$ cat src/rtl/ifu_fetch_ctrl.sv
// Instruction-fetch sequencer: owns the fetch PC, issues/replays icache requests,
// buffers {pc, inst} pairs toward decode, applies backend redirects, counts fetches/misses.
module ifu_fetch_ctrl #(
    parameter logic [31:0] RESET_PC  = 32'h8000_0000,
    parameter int unsigned BUF_DEPTH = 2
) (
    input  logic        clk,
    input  logic        rst,
    output logic        ic_req,
    output logic [31:0] ic_pc,
    input  logic        ic_valid,
    input  logic [31:0] ic_inst,
    input  logic        redirect_valid,
    input  logic [31:0] redirect_pc,
    output logic        out_valid,
    input  logic        out_ready,
    output logic [31:0] out_pc,
    output logic [31:0] out_inst,
    output logic [31:0] fetch_cnt,
    output logic [31:0] miss_cyc_cnt
);

    localparam int unsigned PTR_W = (BUF_DEPTH > 1) ? $clog2(BUF_DEPTH) : 1;
    localparam int unsigned CNT_W = PTR_W + 1;
    localparam logic [CNT_W-1:0] DEPTH_C = CNT_W'(BUF_DEPTH);

    localparam logic [0:0] S_IDLE = 1'b0;
    localparam logic [0:0] S_WAIT = 1'b1;

    typedef struct packed {
        logic [31:0] pc;
        logic [31:0] inst;
    } fetch_entry_t;

    logic [0:0]       state_q, state_d;
    logic [31:0]      req_pc_q, req_pc_d;
    logic [CNT_W-1:0] count_q, count_d;
    logic [PTR_W-1:0] wr_ptr_q, wr_ptr_d;
    logic [PTR_W-1:0] rd_ptr_q, rd_ptr_d;
    logic [31:0]      fetch_cnt_q, fetch_cnt_d;
    logic [31:0]      miss_cnt_q, miss_cnt_d;
    fetch_entry_t     fifo_q [BUF_DEPTH];

    logic             hit_c;
    logic             miss_c;
    logic             push_c;
    logic             pop_c;
    logic [CNT_W-1:0] cnt_next_c;
    logic [31:0]      pc_inc_c;

    // Response classification and issue decision for the current cycle.
    always_comb begin
        hit_c      = (state_q == S_WAIT) && ic_valid && !redirect_valid;
        miss_c     = (state_q == S_WAIT) && !ic_valid && !redirect_valid;
        push_c     = hit_c;
        pop_c      = out_valid && out_ready && !redirect_valid;
        cnt_next_c = count_q + CNT_W'(push_c) - CNT_W'(pop_c);
        pc_inc_c   = req_pc_q + 32'd4;
        ic_pc      = hit_c ? pc_inc_c : req_pc_q;
        ic_req     = !rst && !redirect_valid && (cnt_next_c < DEPTH_C);
    end

    // Next-state logic; a redirect overrides response handling and flushes the buffer.
    always_comb begin
        state_d     = ic_req ? S_WAIT : S_IDLE;
        req_pc_d    = hit_c ? pc_inc_c : req_pc_q;
        count_d     = cnt_next_c;
        wr_ptr_d    = push_c ? wr_ptr_q + PTR_W'(1) : wr_ptr_q;
        rd_ptr_d    = pop_c ? rd_ptr_q + PTR_W'(1) : rd_ptr_q;
        fetch_cnt_d = fetch_cnt_q + 32'(hit_c);
        miss_cnt_d  = miss_cnt_q + 32'(miss_c);
        if (redirect_valid) begin
            state_d  = S_IDLE;
            req_pc_d = redirect_pc;
            count_d  = '0;
            wr_ptr_d = '0;
            rd_ptr_d = '0;
        end
    end

    always_ff @(posedge clk) begin
        if (rst) begin
            state_q     <= S_IDLE;
            req_pc_q    <= RESET_PC;
            count_q     <= '0;
            wr_ptr_q    <= '0;
            rd_ptr_q    <= '0;
            fetch_cnt_q <= '0;
            miss_cnt_q  <= '0;
        end else begin
            state_q     <= state_d;
            req_pc_q    <= req_pc_d;
            count_q     <= count_d;
            wr_ptr_q    <= wr_ptr_d;
            rd_ptr_q    <= rd_ptr_d;
            fetch_cnt_q <= fetch_cnt_d;
            miss_cnt_q  <= miss_cnt_d;
        end
    end

    // Buffer storage; the pushed pc is the address that was outstanding.
    always_ff @(posedge clk) begin
        if (rst) begin
            for (int unsigned i = 0; i < BUF_DEPTH; i++) begin
                fifo_q[i] <= '0;
            end
        end else if (push_c) begin
            fifo_q[wr_ptr_q] <= '{pc: req_pc_q, inst: ic_inst};
        end
    end

    assign out_valid    = (count_q != '0);
    assign out_pc       = fifo_q[rd_ptr_q].pc;
    assign out_inst     = fifo_q[rd_ptr_q].inst;
    assign fetch_cnt    = fetch_cnt_q;
    assign miss_cyc_cnt = miss_cnt_q;

`ifndef SYNTHESIS
    // The issue rule guarantees a response never lands in a full, non-draining buffer.
    a_no_overflow: assert property (@(posedge clk) disable iff (rst)
        !(push_c && (count_q == DEPTH_C) && !pop_c));
`endif

endmodule

$ cat config.mk
export PLATFORM = sky130hd
export DESIGN_NAME = ifu_fetch_ctrl
export DESIGN_NICKNAME = d
export VERILOG_FILES = /design/src/rtl/ifu_fetch_ctrl.sv
export SDC_FILE = /design/constraint.sdc
export NUM_CORES = 1
export LEC_CHECK = 0
export CAP_MARGIN = 20
export CORE_MARGIN = 2
export CORE_UTILIZATION = 36
export CTS_BUF_LIST = sky130_fd_sc_hd__clkbuf_2
export DETAILED_ROUTE_END_ITERATION = 8
export DONT_BUFFER_PORTS = 1
export HOLD_SLACK_MARGIN = 0.03
export PLACE_DENSITY = 0.57
export SLEW_MARGIN = 20
export SYNTH_ARGS = -nofsm -noshare
export SYNTH_HDL_FRONTEND = slang
export SYNTH_SLANG_ARGS = --single-unit
$ cat constraint.sdc
create_clock -name clk -period 10.7 [get_ports clk]
set_input_delay 1.07 -clock clk [delete_from_list [all_inputs] [get_ports clk]]
set_output_delay 1.07 -clock clk [all_outputs]
set_load 0.02 [all_outputs]
==> results of run 1 <==
## layer usage
layer	wire (um)	vias up	share of wire, %
met3	2660	46	11
met2	11600	231	46
met5	16	-	0.064
li1	-	3238	-
met4	490	2	2.0
met1	10300	3224	41
## per-stage QoR
| step | hold slack [ns] | area, um^2 |
|---|---|---|
| 2_1_floorplan | 0.490 | 10400 |
| 6_report | 0.284 | 11300 |
| 4_1_cts | 0.179 | 11300 |
| 5_1_grt | 0.170 | 11300 |
| 3_5_place_dp | 0.552 | 10700 |
| 3_3_place_gp | 0.539 | 10700 |
## state kept, by name (all words and copies together) (netlist names), named ones only
name,count
count_q,2
fetch_cnt,32
fifo_q,128
miss_cyc_cnt,32
rd_ptr_q,1
req_pc_q,32
state_q,1
wr_ptr_q,1
## final timing paths
kind | start | to | slack (ns) | cells past startpoint
setup reg to reg | state_q | miss_cyc_cnt[30] | 7.74 | 8
hold / removal | redirect_valid | state_q | 0.28 | 1
setup / recovery | redirect_valid | ic_req | 6.06 | 8
hold reg to reg | rd_ptr_q | flop | 0.56 | 2
## report_power, final
part           internal (uW)  switching [uW]
Sequential               958            18.2
Combinational           25.8            63.5
Clock                    275             361
Total                   1260             442
## worst reg2reg max path, stage by stage, from the launching register on
cell and delay [ns]:
dfxtp_1 0.38, nor3b_1 0.48, ha_1 0.26, ha_1 0.21, nand4_1 0.22, nor4_2 0.85
nand4_1 0.22, xor2_1 0.18, nor2_1 0.09
## layout by cell type, fill, tap and decap left out, drive strengths merged, types with 3 or more instances in the layout
master  netlist  routed
a21oi        13      13
and2        132     132
and3         11      11
and4          7       7
buf          11       3
clkbuf       37      91
clkinv        0      16
dfxtp       102     102
diode         0       3
edfxtp      128     128
ha            8       8
inv          15      15
mux2         65      65
mux2i         5       5
nand2        43      43
nand3        37      37
nand4        27      27
nor2         77      77
nor2b         4       4
nor3         17      17
nor4         16      16
o21a         36      36
o21ai         9       9
or3           9       9
xnor2        22      22
xor2         63      63
## area by class of cell
type	count	area, um^2
clock buffers	91	455
well taps	384	480
diodes	3	7.51
flip-flops and latches	230	5890
multi-input cells	614	4260
fillers	2842	17300
inverters	15	56.3
repair buffers	3	22.5
clock inverters	19	130
## kinds of logic (layout without fill, tap and decap cells)
family	after synthesis	count (layout)	share of synthesized area, %
other	0	3	0
AND/OR/NAND/NOR	390	390	21.1
buffers and inverters	63	128	2.40
AO/OA/AOI/OAI	61	61	3.98
adder cells (fa/ha/maj)	8	8	0.966
flip-flops	230	230	56.8
multiplexers	70	70	7.55
XOR/XNOR	85	85	7.18
==> out/qor.txt, run 1 <==
Grt total ovfl - 0
Max transition margin - 32.4%
CTS Buf Count - 61
Routing usage on met1 - 19.5%
Post-synth top cells - and2_1, edfxtp_1, dfxtp_1
Post-cts sizing count - 0
Delay of the slowest critical-path stage - 0.58 ns
Max Cap Violations - 0
Actual slew at the worst max-slew pin - 1.01 ns
GR Util met3 - 7.46%
Syn Area/Cell - 11.4 um^2
Global-route wire length before repair - 38900 um
Chip Width - 174 um
Initial antenna violation count - 4
Num rows - 62
Yosys cell types - 43
Worst setup SP type - primary input
CTS tree - yes
Finished Core Util - 39.6%
WS Path Type - primary input to primary output
Die H - 174 um
Clk buf depth - 3
Final std cells w/o fill - 1359
Setup tns final - 0 ns
Reg clk slew, reported paths - 0.12 ns
Setup Fix Bufs, Post-CTS - 0
Yosys warns - 0
Iteration-0 DRC Markers - 261
Crit path cell chain - inv_2, nand3_1, ha_1, inv_1, ha_1, xnor2_1, xnor2_1, nor3_1
FMAX - 215 MHz
Nets - 1002
Initial core utilization - 36.3%
Post-Syn Area - 10400 um^2
Final setup viols - 0
Clock sink count - 230
Final Worst Setup Slack - 6.06 ns
Synth Instances - 907
H-tree depth - 2
Leading cell type by number of instances after synthesis - and2_1
Syn_nets - 984
Slew Limit Fails - 0
Post-place setup slack - 6.05 ns
I/O pin count - 231
Detailed Route WL - 25100 um
Asr flop ratio synth - 0%
Worst path required time - 9.63 ns
CP max stage cell - nor3_1
Hold WC Path Type - primary input to flop
Core area - 28500 um^2
Vias in the first global route - 6820
PortBufs - 0
Max VDD drop - 72.9 uV
Share of the yosys chip area belonging to registers - 56.8%
PnR Total Power - 1700 uW
Post-synth top flop - edfxtp_1
Dpl cells - 1246
Critical path endpoint category - primary output
Critical-path maximum fanout - 41
Root buf cell - clkbuf_2
Final hold violation count - 0
Cts hold-fix bufs - 0
Clk_lat worst skew - 0.85 ns
Area leader, netlist - edfxtp_1
Top post-synthesis cells by area - edfxtp_1, dfxtp_1, and2_1
Post-synth EDFFs - 128
Lkg Pwr - 0.00430 uW
Largest net degree at the start of global routing - 92
RSZ-0062 raised after global routing - no
Die area - 30200 um^2
GPL Wtd Cong - 0.751
Residual DRC - 0
Final Critical Period - 4.64 ns
Clock Skew - 0.0456 ns
Detailed Place HPWL - 16300 um
Status - finished, final reports clean
Worst path bufs/invs - 2
Crit-path leading delay family - simple AND/OR/NAND/NOR gates
PwrDens - 151 nW/um^2
DRT Pass-1 Iters - 5
Met2 Usage GRT - 26.5%
Area growth syn-to-layout - 9.01%
FF+latch count, synth - 230
Vias per cell - 4.96
Tcrit/Tclk final - 43.4%
Routed WL per cell - 18.4 um
Crit path DAT - 3.57 ns
Vias - 6741
GRT Overall Usage - 16.4%
Fraction of layout cells with a size suffix above 1 - 18.8%
Post-synth top area share - 37.1%
Busiest grt layer - met2
Final ANT Viol Nets - 0
Note: power is estimated with default switching activity, not from simulation.
==> run 2, diff against run 1 <==
==> constraint.sdc (replaced) <==
create_clock -name clk -period 4.3 [get_ports clk]
set_input_delay 0.43 -clock clk [delete_from_list [all_inputs] [get_ports clk]]
set_output_delay 0.43 -clock clk [all_outputs]
set_load 0.02 [all_outputs]
==> run 2 against run 1 <==
Effect of this change:
- first-iteration DRC count grew 33%
- clock power up 140%
- critical endpoint unchanged
- total power grew to 2.5 times the previous value
- clock-buffer cell count fell by 3
- hold slack got worse by 0.11 ns
- final cell count grew 7.2%
- cell area up 8.5%
- clock skew is 0.039 ns higher
==> out/qor.txt, run 2 (synthesis results as in run 1) <==
Status - finished, final reports clean
RR Endpoint - miss_cyc_cnt[28]
Vias - 7120
Clock Skew - 0.0842 ns
Die area - 30200 um^2
Hold WC Path Type - primary input to flop
Critical path endpoint category - primary output
FMAX - 260 MHz
Most frequent cells in the layout - and2_1, edfxtp_1, dfxtp_1
Crit path DAT - 3.42 ns
Max Cap Violations - 0
Worst reg-to-reg path cell count - 8
Commonest non-fill, non-tap cell in the layout - and2_1
I/O pin count - 231
Clk buf depth - 3
Reg clk slew, reported paths - 0.10 ns
Num rows - 62
Initial antenna violation count - 4
H-tree depth - 2
PortBufs - 0
Biggest register - fifo_q
Iteration-0 DRC Markers - 348
Post-place setup slack - 1.10 ns
WS Path Type - primary input to primary output
Worst setup SP type - primary input
Global-route wire length before repair - 41200 um
Max VDD drop - 165 uV
Final hold slack - 0.177 ns
Final Worst Setup Slack - 0.449 ns
Routed WL per cell - 18.1 um
CTS Buf Count - 61
Clk_lat worst skew - 0.87 ns
Setup tns final - 0 ns
Final Critical Period - 3.85 ns
Beginning of the worst hold path - rst
Die H - 174 um
Nets - 1096
Hold Path Stages - 2
Root buf cell - clkbuf_2
Reg-to-Reg Start - state_q
Lkg Pwr - 0.00474 uW
Clock sink count - 230
Residual DRC - 0
Grt total ovfl - 0
Max reg flops - 128
GPL Wtd Cong - 0.772
PnR Total Power - 4290 uW
Largest net degree at the start of global routing - 88
DRT Pass-1 Iters - 5
Area growth syn-to-layout - 18.2%
RSZ-0062 raised after global routing - no
Setup Fix Bufs, Post-CTS - 0
Chip Width - 174 um
Tcrit/Tclk final - 89.6%
Critical-path maximum fanout - 38
Finished Core Util - 42.9%
GRT Overall Usage - 17.3%
Final setup viols - 0
Initial core utilization - 36.3%
Slack of the worst reg-to-reg path - 1.47 ns
Core area - 28500 um^2
Max transition margin - 33.3%
Actual slew at the worst max-slew pin - 1.00 ns
Vias in the first global route - 7102
Slew Limit Fails - 0
Detailed Route WL - 26300 um
Fraction of layout cells with a size suffix above 1 - 17.7%
Final ANT Viol Nets - 0
Worst path required time - 3.87 ns
Final hold violation count - 0
Vias per cell - 4.89
PwrDens - 350 nW/um^2
Worst Hold End - wr_ptr_q
CTS tree - yes
Detailed Place HPWL - 16600 um
==> run 2: cell type report <==
type | instances | area (um^2)
clock buffer | 88 | 440
clock inverter | 24 | 126
multi-input combinational | 614 | 4250
fill | 2791 | 16300
inverter | 15 | 56.3
sequential | 230 | 5890
timing repair buffer | 97 | 998
tap | 384 | 480
antenna | 5 | 12.5
==> run 2: worst max-delay path by stage <==
stage                         from             to  slack (ns)  depth (start not counted)
floorplan           redirect_valid   fifo_q[0][0]        0.23                          3
global placement    redirect_valid  fetch_cnt[18]        1.10                         11
detailed placement  redirect_valid  fetch_cnt[31]        1.10                         10
CTS                 redirect_valid         ic_req        0.44                         12
global route        redirect_valid         ic_req        0.26                         12
finish              redirect_valid         ic_req        0.45                         12
==> run 2: metal layers <==
layer / vias up / track usage [%] / wire, um
met5: - / 0 / 0
met4: 0 / 5.67 / 574
met1: 3396 / 21.4 / 11200
li1: 3431 / - / -
met3: 49 / 7.32 / 2590
met2: 244 / 27.3 / 12000
==> run 2: power by group <==
part / switching (uW) / leakage, uW / internal (uW)
Clock: 912 / 0.000437 / 618
Sequential: 45.0 / 0.00215 / 2380
Combinational: 198 / 0.00215 / 128
Total: 1160 / 0.00474 / 3130
==> run 2: what timing repair did <==
action,4_1_cts,5_1_grt
hold endpoints to repair,179,0
resized for setup,0,0
hold buffers,92,0
==> run 2: worst max-delay path, cell delays in order <==
cell and delay [ns]:
dlygate4sd3_1 0.58, buf_12 0.20, inv_2 0.06, buf_4 0.33, nand3_1 0.40, ha_1 0.42
inv_1 0.04, ha_1 0.17, xnor2_1 0.13, xnor2_1 0.15, nor3_1 0.28, buf_4 0.21
==> run 2: stage by stage <==
step / cell area [um^2] / std cells
2_1_floorplan: 10400 / 907
3_3_place_gp: 10700 / 1248
3_5_place_dp: 10700 / 1248
4_1_cts: 12200 / 1452
5_1_grt: 12300 / 1456
6_report: 12300 / 1457
==> run 3, diff against run 2 <==
--- a/config.mk
+++ b/config.mk
@@ -9,6 +9,7 @@
 export CORE_MARGIN = 2
 export CORE_UTILIZATION = 36
 export CTS_BUF_LIST = sky130_fd_sc_hd__clkbuf_2
+export CTS_CLUSTER_DIAMETER = 200
 export DETAILED_ROUTE_END_ITERATION = 8
 export DONT_BUFFER_PORTS = 1
 export HOLD_SLACK_MARGIN = 0.03
==> results of run 3 <==
The final DEF is identical to that of run 2; final timing and power are the same.
